==> config.mk <==
export PLATFORM = sky130hd
export DESIGN_NAME = dnn_batch_scorer_flat
export DESIGN_NICKNAME = d
export VERILOG_FILES = /design/src/rtl/dnn_batch_scorer_if.sv /design/src/rtl/dnn_batch_scorer.sv /design/src/flat_wrapper.sv
export SDC_FILE = /design/constraint.sdc
export NUM_CORES = 1
export LEC_CHECK = 0
export CORE_UTILIZATION = 44
export DETAILED_ROUTE_END_ITERATION = 10
export PLACE_DENSITY = 0.77
export SLEW_MARGIN = 40
export SYNTH_ARGS = -nofsm -noshare
export SYNTH_HDL_FRONTEND = slang
export SYNTH_SLANG_ARGS = --single-unit
==> constraint.sdc <==
create_clock -name clk -period 3.7 [get_ports clk]
set_clock_uncertainty 0.2 [all_clocks]
set_input_delay 0.74 -clock clk [delete_from_list [all_inputs] [get_ports clk]]
set_output_delay 0.74 -clock clk [all_outputs]
set_load 0.05 [all_outputs]
==> src/rtl/dnn_batch_scorer_if.sv <==
// Bundle between the batch scorer, its run/abort controller, the stimulus memory and one DNN core.
// The master side drives control and DNN results; the slave side is the scorer.
`timescale 1ns/1ps
interface dnn_batch_scorer_if #(
   parameter int DATA_WIDTH  = 8,
   parameter int NUM_CLASSES = 10,
   parameter int LABEL_WIDTH = 8,
   parameter int CNT_WIDTH   = 16
) ();
   logic                              run;
   logic                              abort;
   logic [CNT_WIDTH-1:0]              num_tc;
   logic                              next_tc;
   logic [LABEL_WIDTH-1:0]            exp_y;
   logic                              dnn_start;
   logic                              dnn_done;
   logic                              dnn_reset;
   logic [NUM_CLASSES*DATA_WIDTH-1:0] dnn_out;
   logic                              busy;
   logic                              done;
   logic                              aborted;
   logic [LABEL_WIDTH-1:0]            pred_class;
   logic                              pred_valid;
   logic [CNT_WIDTH-1:0]              tc_count;
   logic [CNT_WIDTH-1:0]              hit_count;

   modport master (
      output run, abort, num_tc, exp_y, dnn_done, dnn_out,
      input  next_tc, dnn_start, dnn_reset, busy, done, aborted,
             pred_class, pred_valid, tc_count, hit_count
   );

   modport slave (
      input  run, abort, num_tc, exp_y, dnn_done, dnn_out,
      output next_tc, dnn_start, dnn_reset, busy, done, aborted,
             pred_class, pred_valid, tc_count, hit_count
   );
endinterface

==> src/rtl/dnn_batch_scorer.sv <==
// Batch accuracy controller: runs num_tc cases through one DNN core, takes a serial
// argmax of the signed scores and counts cases and correct predictions.
//
// state  | meaning
// IDLE   | waiting for run
// NEXT   | advance stimulus memory (next_tc)
// SETTLE | memory data and exp_y settle
// START  | kick the DNN core (dnn_start)
// WAIT   | wait for a dnn_done rising edge
// SCAN   | one class compared per cycle
// SCORE  | publish prediction, update counts
// CLEAR  | clear the DNN core (dnn_reset); loop or finish
// FIN    | batch finished (done)
`timescale 1ns/1ps
module dnn_batch_scorer #(
   parameter int DATA_WIDTH  = 8,
   parameter int NUM_CLASSES = 10,
   parameter int LABEL_WIDTH = 8,
   parameter int CNT_WIDTH   = 16
) (
   input logic               clk,
   input logic               rst,
   dnn_batch_scorer_if.slave bus
);
   localparam int IW = (NUM_CLASSES > 1) ? $clog2(NUM_CLASSES) : 1;

   typedef enum logic [3:0] {
      S_IDLE, S_NEXT, S_SETTLE, S_START, S_WAIT, S_SCAN, S_SCORE, S_CLEAR, S_FIN
   } state_t;

   state_t                        state;
   state_t                        nxt;
   logic                          dnn_done_q;
   logic                          abort_pend;
   logic [CNT_WIDTH-1:0]          num_lat;
   logic [IW-1:0]                 idx;
   logic signed [DATA_WIDTH-1:0]  best_val;
   logic [LABEL_WIDTH-1:0]        best_cls;
   logic signed [DATA_WIDTH-1:0]  score [NUM_CLASSES];
   logic signed [DATA_WIDTH-1:0]  score_cur;
   logic                          scan_gt;
   logic                          scan_last;
   logic                          done_rise;
   logic                          take_abort;
   logic [LABEL_WIDTH-1:0]        cls_nxt;

   always_comb begin
      for (int i = 0; i < NUM_CLASSES; i++) begin
         score[i] = bus.dnn_out[i*DATA_WIDTH +: DATA_WIDTH];
      end
   end

   // Running best starts at (0, class 0), so class 0 means no positive score.
   always_comb begin
      score_cur  = score[idx];
      scan_gt    = score_cur > best_val;
      cls_nxt    = scan_gt ? (LABEL_WIDTH'(idx) + LABEL_WIDTH'(1)) : best_cls;
      scan_last  = (idx == IW'(NUM_CLASSES - 1));
      done_rise  = bus.dnn_done & ~dnn_done_q;
      take_abort = bus.abort && (state != S_IDLE) && (state != S_CLEAR) && (state != S_FIN);
   end

   always_comb begin
      nxt = state;
      unique case (state)
         S_IDLE:   if (bus.run) nxt = (bus.num_tc == '0) ? S_FIN : S_NEXT;
         S_NEXT:   nxt = S_SETTLE;
         S_SETTLE: nxt = S_START;
         S_START:  nxt = S_WAIT;
         S_WAIT:   if (done_rise) nxt = S_SCAN;
         S_SCAN:   if (scan_last) nxt = S_SCORE;
         S_SCORE:  nxt = S_CLEAR;
         S_CLEAR:  nxt = (abort_pend || (bus.tc_count == num_lat)) ? S_FIN : S_NEXT;
         S_FIN:    nxt = S_IDLE;
         default:  nxt = S_IDLE;
      endcase
      if (take_abort) nxt = S_CLEAR;
   end

   // Outputs are registered from the next state, so they line up with the state register.
   always_ff @(posedge clk or negedge rst) begin
      if (!rst) begin
         state          <= S_IDLE;
         dnn_done_q     <= 1'b0;
         abort_pend     <= 1'b0;
         num_lat        <= '0;
         idx            <= '0;
         best_val       <= '0;
         best_cls       <= '0;
         bus.next_tc    <= 1'b0;
         bus.dnn_start  <= 1'b0;
         bus.dnn_reset  <= 1'b0;
         bus.busy       <= 1'b0;
         bus.done       <= 1'b0;
         bus.aborted    <= 1'b0;
         bus.pred_class <= '0;
         bus.pred_valid <= 1'b0;
         bus.tc_count   <= '0;
         bus.hit_count  <= '0;
      end else begin
         state          <= nxt;
         dnn_done_q     <= bus.dnn_done;
         bus.next_tc    <= (nxt == S_NEXT);
         bus.dnn_start  <= (nxt == S_START);
         bus.dnn_reset  <= (nxt == S_CLEAR);
         bus.busy       <= (nxt != S_IDLE);
         bus.done       <= (nxt == S_FIN);
         bus.pred_valid <= (state == S_SCAN) && (nxt == S_SCORE);

         if ((state == S_IDLE) && bus.run) begin
            num_lat       <= bus.num_tc;
            bus.tc_count  <= '0;
            bus.hit_count <= '0;
            bus.aborted   <= 1'b0;
            abort_pend    <= 1'b0;
         end

         if (take_abort) abort_pend <= 1'b1;

         if (state == S_WAIT) begin
            idx      <= '0;
            best_val <= '0;
            best_cls <= '0;
         end

         if (state == S_SCAN) begin
            idx      <= idx + IW'(1);
            best_cls <= cls_nxt;
            if (scan_gt) best_val <= score_cur;
            if (nxt == S_SCORE) bus.pred_class <= cls_nxt;
         end

         if (state == S_SCORE) begin
            bus.tc_count <= bus.tc_count + CNT_WIDTH'(1);
            if (best_cls == bus.exp_y) bus.hit_count <= bus.hit_count + CNT_WIDTH'(1);
         end

         if ((state == S_CLEAR) && (nxt == S_FIN) && abort_pend) bus.aborted <= 1'b1;
         if (state == S_FIN) abort_pend <= 1'b0;
      end
   end
endmodule

==> src/flat_wrapper.sv <==
// flat-port wrapper written by rule: the top's interface ports become plain ports
module dnn_batch_scorer_flat 
#(
   parameter int DATA_WIDTH  = 8,
   parameter int NUM_CLASSES = 10,
   parameter int LABEL_WIDTH = 8,
   parameter int CNT_WIDTH   = 16
)
  (clk, rst, bus_run, bus_abort, bus_num_tc, bus_exp_y, bus_dnn_done, bus_dnn_out, bus_next_tc, bus_dnn_start, bus_dnn_reset, bus_busy, bus_done, bus_aborted, bus_pred_class, bus_pred_valid, bus_tc_count, bus_hit_count);
  dnn_batch_scorer_if #(.DATA_WIDTH(DATA_WIDTH), .NUM_CLASSES(NUM_CLASSES), .LABEL_WIDTH(LABEL_WIDTH), .CNT_WIDTH(CNT_WIDTH)) bus_i ();
  input logic clk;
  input logic rst;
  input wire logic [$bits(bus_i.run)-1:0] bus_run;
  input wire logic [$bits(bus_i.abort)-1:0] bus_abort;
  input wire logic [$bits(bus_i.num_tc)-1:0] bus_num_tc;
  input wire logic [$bits(bus_i.exp_y)-1:0] bus_exp_y;
  input wire logic [$bits(bus_i.dnn_done)-1:0] bus_dnn_done;
  input wire logic [$bits(bus_i.dnn_out)-1:0] bus_dnn_out;
  output wire logic [$bits(bus_i.next_tc)-1:0] bus_next_tc;
  output wire logic [$bits(bus_i.dnn_start)-1:0] bus_dnn_start;
  output wire logic [$bits(bus_i.dnn_reset)-1:0] bus_dnn_reset;
  output wire logic [$bits(bus_i.busy)-1:0] bus_busy;
  output wire logic [$bits(bus_i.done)-1:0] bus_done;
  output wire logic [$bits(bus_i.aborted)-1:0] bus_aborted;
  output wire logic [$bits(bus_i.pred_class)-1:0] bus_pred_class;
  output wire logic [$bits(bus_i.pred_valid)-1:0] bus_pred_valid;
  output wire logic [$bits(bus_i.tc_count)-1:0] bus_tc_count;
  output wire logic [$bits(bus_i.hit_count)-1:0] bus_hit_count;
  assign bus_i.run = bus_run;
  assign bus_i.abort = bus_abort;
  assign bus_i.num_tc = bus_num_tc;
  assign bus_i.exp_y = bus_exp_y;
  assign bus_i.dnn_done = bus_dnn_done;
  assign bus_i.dnn_out = bus_dnn_out;
  assign bus_next_tc = bus_i.next_tc;
  assign bus_dnn_start = bus_i.dnn_start;
  assign bus_dnn_reset = bus_i.dnn_reset;
  assign bus_busy = bus_i.busy;
  assign bus_done = bus_i.done;
  assign bus_aborted = bus_i.aborted;
  assign bus_pred_class = bus_i.pred_class;
  assign bus_pred_valid = bus_i.pred_valid;
  assign bus_tc_count = bus_i.tc_count;
  assign bus_hit_count = bus_i.hit_count;
  dnn_batch_scorer #(.DATA_WIDTH(DATA_WIDTH), .NUM_CLASSES(NUM_CLASSES), .LABEL_WIDTH(LABEL_WIDTH), .CNT_WIDTH(CNT_WIDTH)) u_core (.clk(clk), .rst(rst), .bus(bus_i));
endmodule
==> flow_summary.yaml <==
outcome:
  outcome: "complete, but fails checks"
  violations: "DRC"
sta:
  fin_crit_sh_pct: 98.08
  hold_violations: 0
  whs_ns: 0.1805
  slew_headroom_pct: 47.12
  rsz0062_at_grt: "no"
  max_freq_ghz: 0.2756
  tightest_slew_ns: 0.7903
  setup_violations: 0
  maxSlewViolCount: 0
  period_needed_ns: 3.629
detailed_routing:
  ant_nets: 0
  drt-vias-per-instance: 5.672
  avgRoutedWirePerCell_um: 17.42
  vias: 4753
  drc: 6
  drt_iter0_drc: 351
  drt_wl_total_um: 14600
  first_pass_iters: 10
synthesis:
  yosys_warnings: 0
  synth_edf_count: 0
  yosysMostFrequentCell: "dfrtp_1"
  yosysSeqAreaShare_pct: 41.64
  async_reset_ff_share_pct: 100.0
  yosysTopAreaCell: "dfrtp_1"
  synth_fp_nets: 646
  synthFlopType: "dfrtp_1"
  synth_common_cells: "89 x dfrtp_1, 84 x nand2_1, 25 x nor2_1, 24 x o21ai_0"
  synth.top_cell.area_share_pct: 41.64
  netlist_instances: 525
  synth.cell_area_um2: 5349
  synth.avg_cell_area_um2: 10.19
  ys_seq_elements: 89
  synth_area_leaders: "dfrtp_1 42%, mux4_2 6.7%, nand2_1 5.9%"
  synth.distinct_cells: 64
cells_and_area:
  antenna_cells: 0
  fin_nets: 811
  nFillCells: 936
  fin_area_um2: 7533
  drive_gt1_share_pct: 14.82
  instances_no_fill: 838
  finish.utilization_pct: 64.87
  synthToLayoutAreaGrowth_pct: 40.84
grt:
  grt_pass1_vias: 4841
  grt_pass1_wl_um: 24150
  grt_max_degree: 41
  grt_remaining_overflow: 0
  antenna_found_initial: 0
  grt_use_total_pct: 23.97
cts:
  clock_path_buffers: 2
  numCtsBuffers: 9
  ctsHoldBuffers: 0
  htreeDepth: 3
  cts.clk_slew.worst_paths_ns: 0.07
  clock-sinks: 89
  cts_root_buffer: "clkbuf_16"
  worstSkewPairLatency_ns: 0.33
  cts_tree: "yes"
power_and_ir_drop:
  vdd_drop_max_mv: 0.4064
  p_leak_uw: 0.003259
  pwr_density_cell_nw_per_um2: 709.7
placed_design:
  dpl_cell_area_um2: 7099
  dpl.hpwl_um: 11010
  portBuffers: 155
  gp_congestion: 0.8633
  post-place-cells: 817
worst_setup_path:
  cp-end-kind: "flip-flop"
  critical_path_class: "primary input to flip-flop"
  critPathLaunchType: "primary input"
  cp_data_arrival_time_ns: 3.64
  path_max_fanout: 5
  critPathRequiredTime_ns: 3.71
min_path:
  hold_path.class: "primary input to async pin"
floorplan:
  start_util_pct: 46.06
  dieArea_um2: 12600
  die_h_um: 112.3
  row_count: 39
  coreArea_um2: 11610
  die_w_um: 112.3
  ios: 156
job:
  max-cap-violations: 0
## cell families (layout without fill, tap and decap cells)
group | after synthesis | in the layout | share of synthesized area [%]
buffers and inverters | 50 | 220 | 4.374
and+or+nand+nor | 196 | 196 | 19.32
xor gates and xnor gates | 27 | 27 | 4.421
adders and majority gates | 13 | 13 | 2.994
muxes | 50 | 50 | 13.45
DFF | 89 | 89 | 41.64
AOI/OAI and AO/OA | 100 | 100 | 13.80
## power by group
part	internal (uW)	total [uW]	switching (uW)
sequential	1240	1570	333
clock	526	904	378
combinational	1360	2870	1510
## worst max-delay path: stages
cell and delay (ns):
clkdlybuf4s50_1 0.41, mux4_2 0.48, a22oi_1 0.22, nor2_1 0.06, a31o_2 0.24, ha_1 0.32
nand3b_1 0.09, a21o_1 0.19, a211oi_2 0.32, o21bai_4 0.12, buf_6 0.15, mux2_4 0.30
## metal layers
metal  GRT usage [%]  share of wire, %  up-vias
met4           8.622               2.1        0
met1           32.35                43     2314
met5               0                 0        -
met3           2.646               5.1       30
li1                -                 -     2258
met2           40.17                49      151
## metrics by stage
step                      worst slack, ns  TNS (ns)  total power, uW
after floorplan                   0.03218         0             3387
after global placement            -0.3599    -7.101             4149
after detailed placement          -0.4515    -8.738             4224
after CTS                        0.005210         0             5219
after global routing             0.001587         0             5682
final                             0.07115         0             5347
## what timing repair did
action                                  4_1_cts  5_1_grt
gates cloned                                  1        0
pin swaps                                     5        9
buffers inserted                              2        2
endpoints found under the setup margin       16       18
resized for setup                             8       13
## path summary, 6_finish.rpt
| kind | from | to | slack (ns) | depth (start not counted) |
|---|---|---|---|---|
| max reg2reg | u_core.idx[0]$_DFFE_PN0P_ | u_core.best_val[6]$_DFF_PN0_ | 0.21 | 12 |
| min in group clk | u_core.num_lat[6]$_DFFE_PN0P_ | u_core.num_lat[6]$_DFFE_PN0P_ | 0.30 | 2 |
| min | rst | u_core.best_val[5]$_DFF_PN0_ | 0.18 | 1 |
| min reg2reg | u_core.num_lat[6]$_DFFE_PN0P_ | u_core.num_lat[6]$_DFFE_PN0P_ | 0.30 | 2 |
| max | bus_dnn_out[25] | u_core.best_val[6]$_DFF_PN0_ | 0.07 | 12 |
| max in group asynchronous | rst | u_core.idx[2]$_DFFE_PN0P_ | 2.35 | 2 |
## cells in the final DEF (no fill, tap or decap), drive strengths merged, types with 5 or more instances in the layout
cell | netlist | routed
xnor2 | 17 | 17
dfrtp | 89 | 89
a22o | 6 | 6
mux4 | 16 | 16
clkinv | 1 | 5
nand3 | 19 | 19
nand4 | 18 | 18
a22oi | 8 | 8
nor4 | 5 | 5
buf | 13 | 29
nand2 | 84 | 84
xor2 | 10 | 10
nor2 | 25 | 25
o21ai | 24 | 24
ha | 12 | 12
o31ai | 7 | 7
clkdlybuf4s50 | 0 | 150
and3 | 11 | 11
inv | 20 | 21
a21oi | 18 | 18
mux2 | 15 | 15
nor3 | 8 | 8
a31o | 7 | 7
mux2i | 19 | 19
clkbuf | 16 | 10
## state kept, by name, summed over array words and instances, names as in the netlist
name                   cells
u_core.bus.aborted         1
u_core.state               4
u_core.bus.busy            1
u_core.best_val            8
u_core.best_cls            8
u_core.num_lat            16
u_core.dnn_done_q          1
u_core.idx                 4
u_core.bus.pred_valid      1
u_core.bus.tc_count       16
u_core.bus.dnn_start       1
u_core.bus.pred_class      8
u_core.bus.next_tc         1
u_core.bus.done            1
u_core.bus.dnn_reset       1
u_core.bus.hit_count      16
u_core.abort_pend          1
## area by class of cell
cell class	instances	area (um^2)	area share (%)
inverter	21	78.83	1.046
tap	143	178.9	2.375
timing repair buffer	183	1778	23.60
sequential	89	2228	29.58
clock buffer	10	229.0	3.039
multi-input combinational	386	2974	39.48
clock inverter	6	66.31	0.8803
(Power assumes the default switching activity.)
